<file path="src/rtl/muldiv_pkg.sv">
// Shared RV32M opcode map and state encoding for the multiply/divide unit.
package muldiv_pkg;

    localparam logic [4:0] ALU_MUL    = 5'b01110;
    localparam logic [4:0] ALU_MULH   = 5'b01111;
    localparam logic [4:0] ALU_MULHSU = 5'b10000;
    localparam logic [4:0] ALU_MULHU  = 5'b10001;
    localparam logic [4:0] ALU_DIV    = 5'b10010;
    localparam logic [4:0] ALU_DIVU   = 5'b10011;
    localparam logic [4:0] ALU_REM    = 5'b10100;
    localparam logic [4:0] ALU_REMU   = 5'b10101;

    typedef enum logic [1:0] {IDLE, MUL, DIV, FIX} md_state_t;

    function automatic logic is_m_op(input logic [4:0] c);
        return c inside {ALU_MUL, ALU_MULH, ALU_MULHSU, ALU_MULHU,
                         ALU_DIV, ALU_DIVU, ALU_REM, ALU_REMU};
    endfunction

    function automatic logic is_mul_op(input logic [4:0] c);
        return c inside {ALU_MUL, ALU_MULH, ALU_MULHSU, ALU_MULHU};
    endfunction

endpackage

</file>
<file path="src/rtl/muldiv_unit_div_step.sv">
// One restoring shift-subtract iteration on magnitude operands.
module div_step #(
    parameter int XLEN = 32
) (
    input  logic [XLEN-1:0] rem,
    input  logic [XLEN-1:0] quot,
    input  logic [XLEN-1:0] divisor,
    output logic [XLEN-1:0] rem_nx,
    output logic [XLEN-1:0] quot_nx
);

    logic [XLEN:0] rem_sh;
    logic [XLEN:0] dvs;
    logic          ge;

    always_comb begin
        rem_sh  = {rem, quot[XLEN-1]};
        dvs     = {1'b0, divisor};
        ge      = (rem_sh >= dvs);
        rem_nx  = ge ? XLEN'(rem_sh - dvs) : rem_sh[XLEN-1:0];
        quot_nx = {quot[XLEN-2:0], ge};
    end

endmodule

</file>
<file path="src/rtl/muldiv_unit.sv">
// RV32M execute-stage unit: one-pass multiply, 32-step restoring divide.
module muldiv_unit
    import muldiv_pkg::*;
#(
    parameter int XLEN = 32
) (
    input  logic            clk,
    input  logic            reset_n,
    input  logic            start,
    input  logic            kill,
    input  logic [4:0]      alu_ctrl,
    input  logic [XLEN-1:0] src_a,
    input  logic [XLEN-1:0] src_b,
    output logic            busy,
    output logic            done,
    output logic [XLEN-1:0] result
);

    localparam int CW = $clog2(XLEN) + 1;
    localparam logic [XLEN-1:0] INT_MIN = {1'b1, {(XLEN-1){1'b0}}};

    md_state_t       state;
    logic [CW-1:0]   cnt;
    logic [4:0]      op;
    logic [XLEN:0]   op_a;
    logic [XLEN:0]   op_b;
    logic [XLEN-1:0] quot;
    logic [XLEN-1:0] rem;
    logic            q_neg;
    logic            r_neg;

    logic            sgn_div;
    logic            a_neg;
    logic            b_neg;
    logic [XLEN-1:0] abs_a;
    logic [XLEN-1:0] abs_b;
    logic            div0;
    logic            ovf;
    logic            a_sx;
    logic            b_sx;

    always_comb begin
        sgn_div = (alu_ctrl == ALU_DIV) || (alu_ctrl == ALU_REM);
        a_neg   = sgn_div & src_a[XLEN-1];
        b_neg   = sgn_div & src_b[XLEN-1];
        abs_a   = a_neg ? -src_a : src_a;
        abs_b   = b_neg ? -src_b : src_b;
        div0    = (src_b == '0);
        ovf     = sgn_div && (src_a == INT_MIN) && (src_b == '1);
        a_sx    = (alu_ctrl == ALU_MULH) || (alu_ctrl == ALU_MULHSU);
        b_sx    = (alu_ctrl == ALU_MULH);
    end

    // Sign-extend both 33-bit operands so a plain 64-bit product is exact.
    logic [2*XLEN-1:0] m_a;
    logic [2*XLEN-1:0] m_b;
    logic [2*XLEN-1:0] prod;
    logic [XLEN-1:0]   mul_res;

    always_comb begin
        m_a     = {{(XLEN-1){op_a[XLEN]}}, op_a};
        m_b     = {{(XLEN-1){op_b[XLEN]}}, op_b};
        prod    = m_a * m_b;
        mul_res = (op == ALU_MUL) ? prod[XLEN-1:0] : prod[2*XLEN-1:XLEN];
    end

    logic [XLEN-1:0] rem_nx;
    logic [XLEN-1:0] quot_nx;
    logic [XLEN-1:0] fix_res;

    div_step #(.XLEN(XLEN)) u_step (
        .rem     (rem),
        .quot    (quot),
        .divisor (op_b[XLEN-1:0]),
        .rem_nx  (rem_nx),
        .quot_nx (quot_nx)
    );

    always_comb begin
        fix_res = '0;
        unique case (1'b1)
            (op == ALU_DIV) || (op == ALU_DIVU): fix_res = q_neg ? -quot : quot;
            default:                             fix_res = r_neg ? -rem : rem;
        endcase
    end

    always_ff @(posedge clk) begin
        if (!reset_n) begin
            state  <= IDLE;
            cnt    <= '0;
            op     <= '0;
            op_a   <= '0;
            op_b   <= '0;
            quot   <= '0;
            rem    <= '0;
            q_neg  <= 1'b0;
            r_neg  <= 1'b0;
            done   <= 1'b0;
            result <= '0;
        end else begin
            done <= 1'b0;
            if (kill) begin
                state <= IDLE;
            end else begin
                unique case (state)
                    IDLE: begin
                        if (start && is_m_op(alu_ctrl)) begin
                            op  <= alu_ctrl;
                            cnt <= '0;
                            if (is_mul_op(alu_ctrl)) begin
                                op_a  <= {a_sx & src_a[XLEN-1], src_a};
                                op_b  <= {b_sx & src_b[XLEN-1], src_b};
                                state <= MUL;
                            end else begin
                                op_b <= {1'b0, abs_b};
                                unique case (1'b1)
                                    div0: begin
                                        quot  <= '1;
                                        rem   <= src_a;
                                        q_neg <= 1'b0;
                                        r_neg <= 1'b0;
                                        state <= FIX;
                                    end
                                    ovf: begin
                                        quot  <= INT_MIN;
                                        rem   <= '0;
                                        q_neg <= 1'b0;
                                        r_neg <= 1'b0;
                                        state <= FIX;
                                    end
                                    default: begin
                                        quot  <= abs_a;
                                        rem   <= '0;
                                        q_neg <= a_neg ^ b_neg;
                                        r_neg <= a_neg;
                                        state <= DIV;
                                    end
                                endcase
                            end
                        end
                    end
                    MUL: begin
                        result <= mul_res;
                        done   <= 1'b1;
                        state  <= IDLE;
                    end
                    DIV: begin
                        rem  <= rem_nx;
                        quot <= quot_nx;
                        cnt  <= cnt + 1'b1;
                        if (cnt == CW'(XLEN-1)) state <= FIX;
                    end
                    FIX: begin
                        result <= fix_res;
                        done   <= 1'b1;
                        state  <= IDLE;
                    end
                    default: state <= IDLE;
                endcase
            end
        end
    end

    assign busy = (state != IDLE);

endmodule

</file>
<file path="config.mk">
export PLATFORM = sky130hd
export DESIGN_NAME = muldiv_unit
export DESIGN_NICKNAME = d
export VERILOG_FILES = /design/src/rtl/muldiv_pkg.sv /design/src/rtl/muldiv_unit_div_step.sv /design/src/rtl/muldiv_unit.sv
export SDC_FILE = /design/constraint.sdc
export NUM_CORES = 2
export LEC_CHECK = 0
export ABC_CLOCK_PERIOD_IN_PS = 9850
export BUFFER_PORTS_ARGS = -buffer_cell sky130_fd_sc_hd__buf_2
export CAP_MARGIN = 10
export CORE_MARGIN = 1
export CORE_UTILIZATION = 55
export DETAILED_ROUTE_END_ITERATION = 8
export PLACE_DENSITY = 0.71
export SLEW_MARGIN = 0
export SYNTH_ARGS = -nofsm -noshare
export SYNTH_HDL_FRONTEND = slang
export SYNTH_SLANG_ARGS = --single-unit
</file>
<file path="constraint.sdc">
create_clock -name clk -period 9.85 [get_ports clk]
set_clock_uncertainty 0.1 [all_clocks]
set_input_delay 1.4775 -clock clk [delete_from_list [all_inputs] [get_ports clk]]
set_output_delay 1.4775 -clock clk [all_outputs]
set_load 0.05 [all_outputs]
</file>
==> impl_results.md <==
* Status: completed
* CP Launch Type: flip-flop
* R2r setup slk at 0.95 ns
* Filler Cell Count at 8241
* Largest net degree at the start of global routing at 76
* Detailed placement HPWL at 125000 um
* Worst R2R End: result[31]
* CTS tree: yes
* Max Slew Vio Count at 0
* YS warnings at 0
* Commonest non-fill, non-tap cell in the layout: inv_1
* Total global routing overflow at 0
* RSZ-0062 raised after global routing: false
* Total Wirelength at 152000 um
* Slew @ Worst Pin at 1.28 ns
* Setup Crit Path Kind: flip-flop to flip-flop
* Share of the cycle needed by the critical path after routing at 90.4%
* Drt first pass iters at 6
* Cts bufs inserted at 17
* # DRC at 0
* Post-CTS Hold Buffers at 0
* Detail Route Antenna Nets at 0
* Netlist Area Pre-Place at 50900 um2
* Share of post-route cells with drive strength above 1 at 5.10%
* RR Startpoint: op_a[18]
* Syn Area/Cell at 8.73 um2
* Antenna violations before repair at 7
* Synthesis-stage register bit count at 178
* LEAKAGE at 0.0268 uW
* Worst Setup EP: result[31]
* Number of global-route vias before repair at 42400
* Syn-to-layout area delta at 4.46%
* Worst-Skew Late Latency at 0.46 ns
* Overall Global Routing Usage at 33.7%
* Async SR Flop Fraction at 0%
* Dominant synthesized flop cell: dfxtp_1
* Worst EP required at 10.13 ns
* Ports at 107
* CORE AREA at 91700 um2
* DIE AREA at 93800 um2
* Post-synth top area share at 44.3%
* CP startpoint: op_a[18]
* CTS H-tree lvls at 4
* Number of flops mapped to enable cells by yosys at 0
* Clock sink count at 178
* Area contributors post-synth: fa_1 44%, inv_1 8.5%, dfxtp_1 7.0%, and2_1 6.7%, ha_1 6.1%
* Most frequent cells in the layout: 1154 x inv_1, 1126 x fa_1, 821 x nand2_1
* Clock root buffer: clkbuf_16
* CP Max Fanout at 15
* Fin. Hold Viols at 0
* 1st-iter DRT viols at 3156
* VDD IR max at 0.137 mV
* Synth area leader: fa_1
* Synth cell types at 86
* Crit end category: flip-flop
* Nets@finish at 7186
* Post-cts resize count at 0
* Post-CTS Setup Bufs at 0
* Max Cap Viol at 0
* Initial Util at 55.6%
* Syn_nets at 7287
* Register area share after synthesis at 7.00%
* Finish-stage setup viols at 0
* Post-layout instance area at 53200 um2
* Die Width at 306 um
* Setup TNS at 0 ns
* HP Class: flip-flop to flip-flop
* Fmax at 0.112 GHz
* Pwr dens at 39.9 nW/um2
* Standard-cell rows at 111
* Slew HR at 14.3%
* Tmin final at 8.90 ns
* Cells after Synth at 5838
* IO Port Bufs at 106
* Worst Reg-to-Reg Cells at 26
* Die Ht at 306 um
* Clock-pin slew on the worst setup and hold paths at 0.07 ns
* Vias per cell at 5.81
* Clock buffer depth at 2
* Worst Path Arrival at 9.18 ns
* Placed cell areas at 52600 um2
* Placer Congestion at 0.966
* Vias at 40300
* First-pass GRT wire length at 243000 um
* Wire length per cell at 21.9 um
* Hold Crit Depth at 2
-- critical path, cell delays in order (launching register included) --
cell and delay (ns):
dfxtp_1 0.97, buf_4 0.37, nand2_1 0.11, fa_1 0.54, inv_1 0.05, fa_1 0.47
inv_1 0.06, fa_1 0.53, inv_1 0.06, fa_1 0.49, inv_1 0.05, fa_1 0.59
fa_1 0.47, fa_1 0.52, fa_1 0.53, inv_1 0.06, ha_1 0.38, and2_1 0.24
nand3_1 0.12, a211o_1 0.31, o211ai_1 0.14, a31oi_1 0.16, nor3_1 0.49, nor2_1 0.15
o41ai_1 0.44, xnor2_1 0.16, a211oi_2 0.23
-- power by group --
group / switching (uW) / internal [uW]
registers: 51.4 / 736
logic: 371 / 200
clock network: 320 / 444
-- sequential cells by signal, indices dropped and copies added (netlist names) --
name	count
rem	32
done	1
r_neg	1
op_a	33
cnt	6
result	32
quot	32
op	5
op_b	33
q_neg	1
state	2
-- per-stage QoR --
step	hold slack, ns	setup WS (ns)	cells	utilization (%)	power [uW]
finish	0.365	0.949	6939	58.0	2120
global route	0.394	0.588	6937	58.0	2190
CTS	0.368	1.10	6935	58.0	2110
detailed placement	0.359	1.18	6904	57.4	1360
global placement	0.355	1.17	6904	57.4	1350
floorplan	0.353	2.08	5838	-	1150
-- per-layer routing --
metal / vias to the layer above / routed length [um] / global-route usage (%)
li1: 17600 / - / -
met1: 20600 / 59600 / 43.9
met2: 1672 / 72500 / 56.0
met3: 409 / 11300 / 4.65
met4: 4 / 8610 / 15.5
met5: - / 25 / 0
-- synthesized netlist by cell type (18+ instances only) --
cell and number:
nand3_1 53, o41ai_1 21, nand2_1 821, a21oi_1 184
nor4_1 20, a21o_1 52, a31oi_1 25, inv_1 1154
and2_1 545, a21boi_0 81, nand4_1 25, xor2_1 102
a221oi_1 22, nor2_1 128, dfxtp_1 178, ha_1 250
a211oi_1 18, xnor2_1 104, and3_1 20, nor3_1 35
nand2b_1 28, o211a_1 32, o221ai_1 31, o21ai_0 158
o31ai_1 44, nor2b_1 34, clkbuf_1 325, or3_1 18
fa_1 1126, o211ai_1 33
-- cell type report --
class | count | area, um2 | area share (%)
Sequential cell | 178 | 3570 | 6.70
Clock inverter | 9 | 154 | 0.289
Antenna cell | 4 | 10.0 | 0.0188
Tap cell | 1186 | 1480 | 2.79
Multi-Input combinational cell | 4159 | 41700 | 78.4
Clock buffer | 22 | 474 | 0.891
Timing Repair Buffer | 226 | 1470 | 2.77
Inverter | 1155 | 4340 | 8.15
-- cells by family (layout without fill, tap and decap cells) --
| logic type | count (synthesis) | count (layout) | synth area share [%] |
|---|---|---|---|
| other cells | 0 | 4 | 0 |
| xor+xnor | 206 | 206 | 3.54 |
| fa+ha+maj | 1376 | 1376 | 50.4 |
| simple gates | 1767 | 1767 | 17.0 |
| mux | 19 | 19 | 0.378 |
| buf+inv | 1501 | 1412 | 11.2 |
| flops | 178 | 178 | 7.00 |
| compound gates | 791 | 791 | 10.5 |
-- worst min path at each step --
stage                     slack, ns       end     start
after floorplan                0.35     op[0]     op[0]
after global placement         0.35  op_a[11]  op_a[11]
after detailed placement       0.36  op_a[11]  op_a[11]
after CTS                      0.37  op_a[11]  op_a[11]
after global routing           0.39   op_a[2]   op_a[2]
final                          0.37  op_a[11]  op_a[11]
Note: power is estimated with default switching activity, not from simulation.
